==> src/rtl/mem_bus_arbiter.sv <==
// Two-port round-robin arbiter sharing the HACK memory bus between CPU (A) and DMA (B).
// Define MEM_ARB_LOCK_EN to add a_lock/b_lock for bounded back-to-back ownership.
module mem_bus_arbiter #(
    parameter logic [15:0] RAM_TOP  = 16'd3839,
    parameter logic [15:0] IO_BASE  = 16'd4096,
    parameter logic [15:0] IO_COUNT = 16'd16,
    parameter int          LOCK_MAX = 8
) (
    input  logic        clk,
    input  logic        rst_n,
`ifdef MEM_ARB_LOCK_EN
    input  logic        a_lock,
    input  logic        b_lock,
`endif
    input  logic        a_req,
    input  logic        a_we,
    input  logic [15:0] a_addr,
    input  logic [15:0] a_wdata,
    output logic        a_gnt,
    output logic        a_done,
    output logic        a_err,
    output logic [15:0] a_rdata,
    input  logic        b_req,
    input  logic        b_we,
    input  logic [15:0] b_addr,
    input  logic [15:0] b_wdata,
    output logic        b_gnt,
    output logic        b_done,
    output logic        b_err,
    output logic [15:0] b_rdata,
    output logic [15:0] mem_address,
    output logic        mem_load,
    output logic [15:0] mem_wdata,
    input  logic [15:0] mem_out
);
    typedef enum logic [1:0] {IDLE, ACCESS, RESP} state_t;

    localparam logic [16:0] IO_END = {1'b0, IO_BASE} + {1'b0, IO_COUNT};

    state_t      stateNow, stateNext;
    logic [15:0] capAddr, capWdata;
    logic        capWe, capB, lastB;
    logic        grantAny, grantB;
    logic [15:0] aRdata, bRdata;
    logic        errReg;
    logic        legal;

    assign legal = (capAddr <= RAM_TOP) ||
                   ((capAddr >= IO_BASE) && ({1'b0, capAddr} < IO_END));

`ifdef MEM_ARB_LOCK_EN
    localparam int LCW = $clog2(LOCK_MAX + 1);
    localparam logic [LCW-1:0] LOCK_LIM = LCW'(LOCK_MAX);
    logic [LCW-1:0] lockCnt;
    logic           lastLocked, winnerLock;

    assign lastLocked = lastB ? (b_lock && b_req) : (a_lock && a_req);
    assign winnerLock = grantB ? b_lock : a_lock;

    // Count consecutive grants taken under lock by the current owner; saturates at the limit.
    always_ff @(posedge clk or negedge rst_n) begin
        if (!rst_n) begin
            lockCnt <= '0;
        end else if (grantAny) begin
            if (!winnerLock)
                lockCnt <= '0;
            else if (grantB == lastB)
                lockCnt <= (lockCnt == LOCK_LIM) ? lockCnt : lockCnt + LCW'(1);
            else
                lockCnt <= LCW'(1);
        end else if (!(lastB ? b_lock : a_lock)) begin
            lockCnt <= '0;
        end
    end
`endif

    always_comb begin
        stateNext = stateNow;
        grantAny  = 1'b0;
        grantB    = 1'b0;
        case (stateNow)
            IDLE: begin
                if (a_req || b_req) begin
                    grantAny  = 1'b1;
                    grantB    = (a_req && b_req) ? !lastB : b_req;
`ifdef MEM_ARB_LOCK_EN
                    if (lastLocked && (lockCnt < LOCK_LIM))
                        grantB = lastB;
`endif
                    stateNext = ACCESS;
                end
            end
            ACCESS:  stateNext = RESP;
            RESP:    stateNext = IDLE;
            default: stateNext = IDLE;
        endcase
    end

    always_ff @(posedge clk or negedge rst_n) begin
        if (!rst_n) begin
            stateNow <= IDLE;
            capAddr  <= '0;
            capWdata <= '0;
            capWe    <= 1'b0;
            capB     <= 1'b0;
            lastB    <= 1'b1;
            aRdata   <= '0;
            bRdata   <= '0;
            errReg   <= 1'b0;
        end else begin
            stateNow <= stateNext;
            if (grantAny) begin
                capAddr  <= grantB ? b_addr  : a_addr;
                capWdata <= grantB ? b_wdata : a_wdata;
                capWe    <= grantB ? b_we    : a_we;
                capB     <= grantB;
                lastB    <= grantB;
            end
            // Read data is sampled during the access, so a write returns the pre-write value.
            if (stateNow == ACCESS) begin
                errReg <= !legal;
                if (capB) bRdata <= legal ? mem_out : 16'h0000;
                else      aRdata <= legal ? mem_out : 16'h0000;
            end
        end
    end

    // Bus address/data come straight from the capture registers so they hold between accesses.
    assign mem_address = capAddr;
    assign mem_wdata   = capWdata;
    assign mem_load    = (stateNow == ACCESS) && capWe && legal;

    assign a_gnt   = (stateNow == ACCESS) && !capB;
    assign b_gnt   = (stateNow == ACCESS) &&  capB;
    assign a_done  = (stateNow == RESP)   && !capB;
    assign b_done  = (stateNow == RESP)   &&  capB;
    assign a_err   = a_done && errReg;
    assign b_err   = b_done && errReg;
    assign a_rdata = aRdata;
    assign b_rdata = bRdata;
endmodule

==> config.mk <==
export PLATFORM = sky130hd
export DESIGN_NAME = mem_bus_arbiter
export DESIGN_NICKNAME = d
export VERILOG_FILES = /design/src/rtl/mem_bus_arbiter.sv
export SDC_FILE = /design/constraint.sdc
export NUM_CORES = 1
export LEC_CHECK = 0
export ABC_CLOCK_PERIOD_IN_PS = 1500
export CAP_MARGIN = 20
export CORE_ASPECT_RATIO = 0.6
export CORE_MARGIN = 1.5
export CORE_UTILIZATION = 37
export DETAILED_ROUTE_END_ITERATION = 16
export GPL_TIMING_DRIVEN = 0
export PLACE_DENSITY = 0.87
export SYNTH_ARGS = -nofsm -noshare
export SYNTH_HDL_FRONTEND = slang
export SYNTH_SLANG_ARGS = --single-unit
==> constraint.sdc <==
create_clock -name clk -period 1.5 [get_ports clk]
set_input_delay 0.375 -clock clk [delete_from_list [all_inputs] [get_ports clk]]
set_output_delay 0.375 -clock clk [all_outputs]
set_load 0.01 [all_outputs]
==> results_tabular.tex, run 1 <==
\begin{tabular}{lr}
\hline
Metric & Value \\
\hline
\multicolumn{2}{l}{\textbf{STA}} \\
Worst Max-Slew Pin Slew & around 0.87 ns \\
RSZ-0062 raised after global routing & true \\
F\_max & 494.7 MHz \\
Hold violation count in the final report & 0 \\
Total of endpoints with negative setup slack in the final report & 67 \\
Number of max-slew violations in the final report & 0 \\
Final setup margin & -0.5216 ns \\
Final setup skew & 0.004681 ns \\
Post-route minimum period & 2.022 ns \\
Part of the cycle the worst path needs & 134.8\% \\
Headroom to the max-slew limit & 42.19\% \\
\multicolumn{2}{l}{\textbf{Clock network}} \\
Clock Sinks & 70 \\
Root Buffer & clkbuf\_16 \\
Total clock buffers created by CTS & 9 \\
Number of buffers on the longest clock path & 2 \\
Number of buffers added to fix hold violations after cts & 0 \\
CTS tree & yes \\
H-tree levels & 3 \\
Clock-pin slew of the registers on the worst-case setup and hold paths & 0.06 ns \\
Clock insertion delay at the later pin of the skew report & around 0.33 ns \\
\multicolumn{2}{l}{\textbf{Layout}} \\
Leading cell types in the layout, fill and taps excluded & 82 x clkdlybuf4s50\_1, 67 x dfrtp\_1, 63 x dlygate4sd2\_1 \\
Fraction of final layout cells sized beyond drive strength 1 & about a third \\
Diode count & 0 \\
Storage cell area & $\sim$0.0018 mm² \\
Synth-to-Final Area Change & 96.69\% \\
\# nets final & 636 \\
Commonest non-fill, non-tap cell in the layout & clkdlybuf4s50\_1 \\
Multi-input logic area & 0.001983 mm² \\
Final-layout fill cell count & 573 \\
\multicolumn{2}{l}{\textbf{Detailed routing}} \\
Number of DRC violations after detailed routing & 0 \\
Via Count & 3601 \\
Final routed wire length divided by cell count & 19.50 µm \\
Detailed Routing Iterations Pass 1 & 5 \\
Total wire length & 12.99 mm \\
Number of DRC violations after detailed-routing iteration 0 & roughly 280 \\
Antenna violation net count after detailed routing & 0 \\
Via count normalized by instance count & 5.407 \\
\multicolumn{2}{l}{\textbf{Yosys}} \\
Library cells used by synthesis & 29 \\
Mean Syn Cell Area & just over 9 µm² \\
Post-Synth Adder-Cell Area & 0\% \\
Post-synthesis sequential area ratio & 53.86\% \\
Combinational family with the most area after synthesis & compound AO/OA/AOI/OAI gates \\
Synth warn & 0 \\
Netlist Area Pre-Place & 0.003254 mm² \\
Synth Area in XOR/XNOR & 0\% \\
\#FFs+latches synth & 70 \\
Number of nets produced by synthesis & 438 \\
Post-synth top area share & 53.06\% \\
Synthesized instance count & 352 \\
Share of cell area taken by muxes after synthesis & 0\% \\
Simple-gate area share of the yosys netlist & between 10\% and 20\% \\
Fraction of the mapped netlist area in compound gates & 26.99\% \\
Cell types occupying the most area after synthesis & dfrtp\_1 53\%, o31ai\_1 10\%, nand2\_1 6.0\%, a21oi\_1 4.6\%, o41ai\_1 4.3\% \\
Synth area leader & dfrtp\_1 \\
\multicolumn{2}{l}{\textbf{Setup path}} \\
Ordered cell list for the critical path & nor4\_2 > a21oi\_2 > clkbuf\_8 > nor3b\_4 > buf\_2 \\
Buffers and inverters on the worst path & 2 \\
Crit Path Max Fanout & 3 \\
Type of the worst setup path & flop to primary output \\
CP top delay family & simple AND/OR/NAND/NOR gates \\
Slowest cell on the critical path & dfrtp\_1 \\
Data arrival time of the critical path & 1.65 ns \\
Max incr delay on CP & 0.39 ns \\
Worst setup EP type & primary output \\
Worst Setup Start Kind & flop \\
Req. time, crit path & 1.12 ns \\
\multicolumn{2}{l}{\textbf{Global routing}} \\
Initial antenna violation count & 0 \\
Global Route Usage Sum & between 20\% and 30\% \\
Congestion Overflow GR & 0 \\
Maximum number of pins on one net before global-route repair & 71 \\
Wire length of the first global-routing pass & 17.33 mm \\
Number of global-route vias before repair & 3345 \\
\multicolumn{2}{l}{\textbf{Placement}} \\
Worst slack at placement & -0.7955 ns \\
Detail Placement HPWL & 8.108 mm \\
GPL Wtd Cong & 0.8714 \\
Number of buffers added on ports & around 160 \\
\multicolumn{2}{l}{\textbf{Power}} \\
Peak supply drop & 1.074 mV \\
Cell area power density & 2145 mW/mm² \\
Static power due to leakage & 2.998 nW \\
Sum of internal, switching and leakage power & 0.01373 W \\
\multicolumn{2}{l}{\textbf{Floorplan}} \\
Starting utilization of the core area & 38.18\% \\
Io pins & 157 \\
X dimension of the die & between 100 and 150 µm \\
Die Footprint & 0.009386 mm² \\
Number of rows in the core area & 26 \\
Standard cell core area & 0.008523 mm² \\
Die extent in y & 75.65 µm \\
\multicolumn{2}{l}{\textbf{Worst hold path}} \\
Worst hold-check path type & input port to asynchronous set/reset pin \\
\multicolumn{2}{l}{\textbf{Flow run}} \\
Count of max-cap constraint violations & 0 \\
\multicolumn{2}{l}{\textbf{Status}} \\
Run status & finished, violations left \\
Violations in the final reports & setup timing \\
\hline
\end{tabular}
-- Yosys cell counts --
master and instances:
o21ai_0 27, buf_2 11, a41oi_1 1, and3b_1 1
or3b_1 1, inv_1 19, o41ai_1 16, dfrtp_1 69
or4_1 3, a21boi_1 1, o31ai_1 45, a2bb2oi_1 1
a211oi_1 1, o22a_1 1, nor3b_1 2, a21bo_2 1
or2_1 1, nor2_1 31, and2b_1 1, a21oi_1 30
nand3b_1 1, o221a_2 3, nand2_1 52, nor3_1 1
and2_1 2, clkbuf_1 21, dfstp_2 1, nor4_1 2
o21ai_1 6
-- worst register-to-register path, cell delays in order, from the launching register on --
cell     delay [ns]
dfrtp_2        0.41
buf_6          0.14
buf_6          0.11
buf_6          0.11
or2_4          0.28
or4_4          0.51
o221a_2        0.13
-- registers in the layout (all words and copies together), names as in the netlist --
signal and count:
stateNow 2, lastB 1, a_rdata 16, b_rdata 16, mem_address 16, capB 1
mem_wdata 16, capWe 1, errReg 1
-- kinds of logic after synthesis --
| group | after synthesis |
|---|---|
| DFF | 70 |
| and+or+nand+nor | 98 |
| buffers and inverters | 51 |
| AOI/OAI and AO/OA | 133 |
-- routing by layer --
metal / global-route usage, % / vias up / part of all wire [%]
met3: 6.213 / 16 / 6.4
met5: 0 / - / 0
met1: 34.73 / 1777 / 45
met2: 38.22 / 147 / 48
met4: 6.566 / 0 / 1.2
li1: - / 1661 / -
-- what timing repair did --
action,4_1_cts,5_1_grt
gates resized for setup,198,145
setup endpoints to repair,127,71
pin swaps,17,46
buffers inserted,17,17
gates cloned,1,4
-- final timing paths --
path	from	endpoint	slack, ns	cells after the start
max in group asynchronous	rst_n	stateNow[0]	0.71	1
min in group clk	a_rdata[7]	a_rdata[7]	0.47	2
hold / removal	rst_n	a_rdata[15]	0.17	1
hold reg to reg	a_rdata[7]	a_rdata[7]	0.47	2
setup reg to reg	stateNow[0]	mem_wdata[0]	-0.30	6
setup / recovery	mem_address[7]	mem_load	-0.52	5
-- where the power goes --
group / internal [W] / switching [W]
registers: 0.00282 / 0.000770
logic: 0.00407 / 0.00409
clock network: 0.00120 / 0.000774
total: 0.00809 / 0.00564
-- stage by stage --
step | utilization (%) | setup TNS (ns) | area, µm² | std cells | hold WS, ns
3_3_place_gp | 58.85 | -174.40 | 5016 | 620 | 0.4583
6_report | 75.10 | -10.60 | 6401 | 666 | 0.1719
3_5_place_dp | 58.82 | -25.22 | 5014 | 620 | 0.4668
5_1_grt | 75.10 | -13.92 | 6401 | 666 | 0.2526
2_1_floorplan | - | -0.1501 | 3314 | 352 | 0.07941
4_1_cts | 66.79 | -3.364 | 5693 | 650 | 0.1974
-- area by class of cell --
cell class / instances / area share (%)
timing repair buffer: 191 / 29.55
buffer: 28 / 4.359
clock inverter: 3 / 0.3127
multi-input combinational: 231 / 30.98
clock buffer: 12 / 4.007
inverter: 19 / 1.173
tap: 112 / 2.189
sequential: 70 / 27.42
(Power assumes the default switching activity.)
==> inputs of run 2 (changes only) <==
Settings changed: GPL_ROUTABILITY_DRIVEN set to 0.
==> results of run 2 <==
Same layout as run 1: the final DEF is identical, and so are final timing and power.
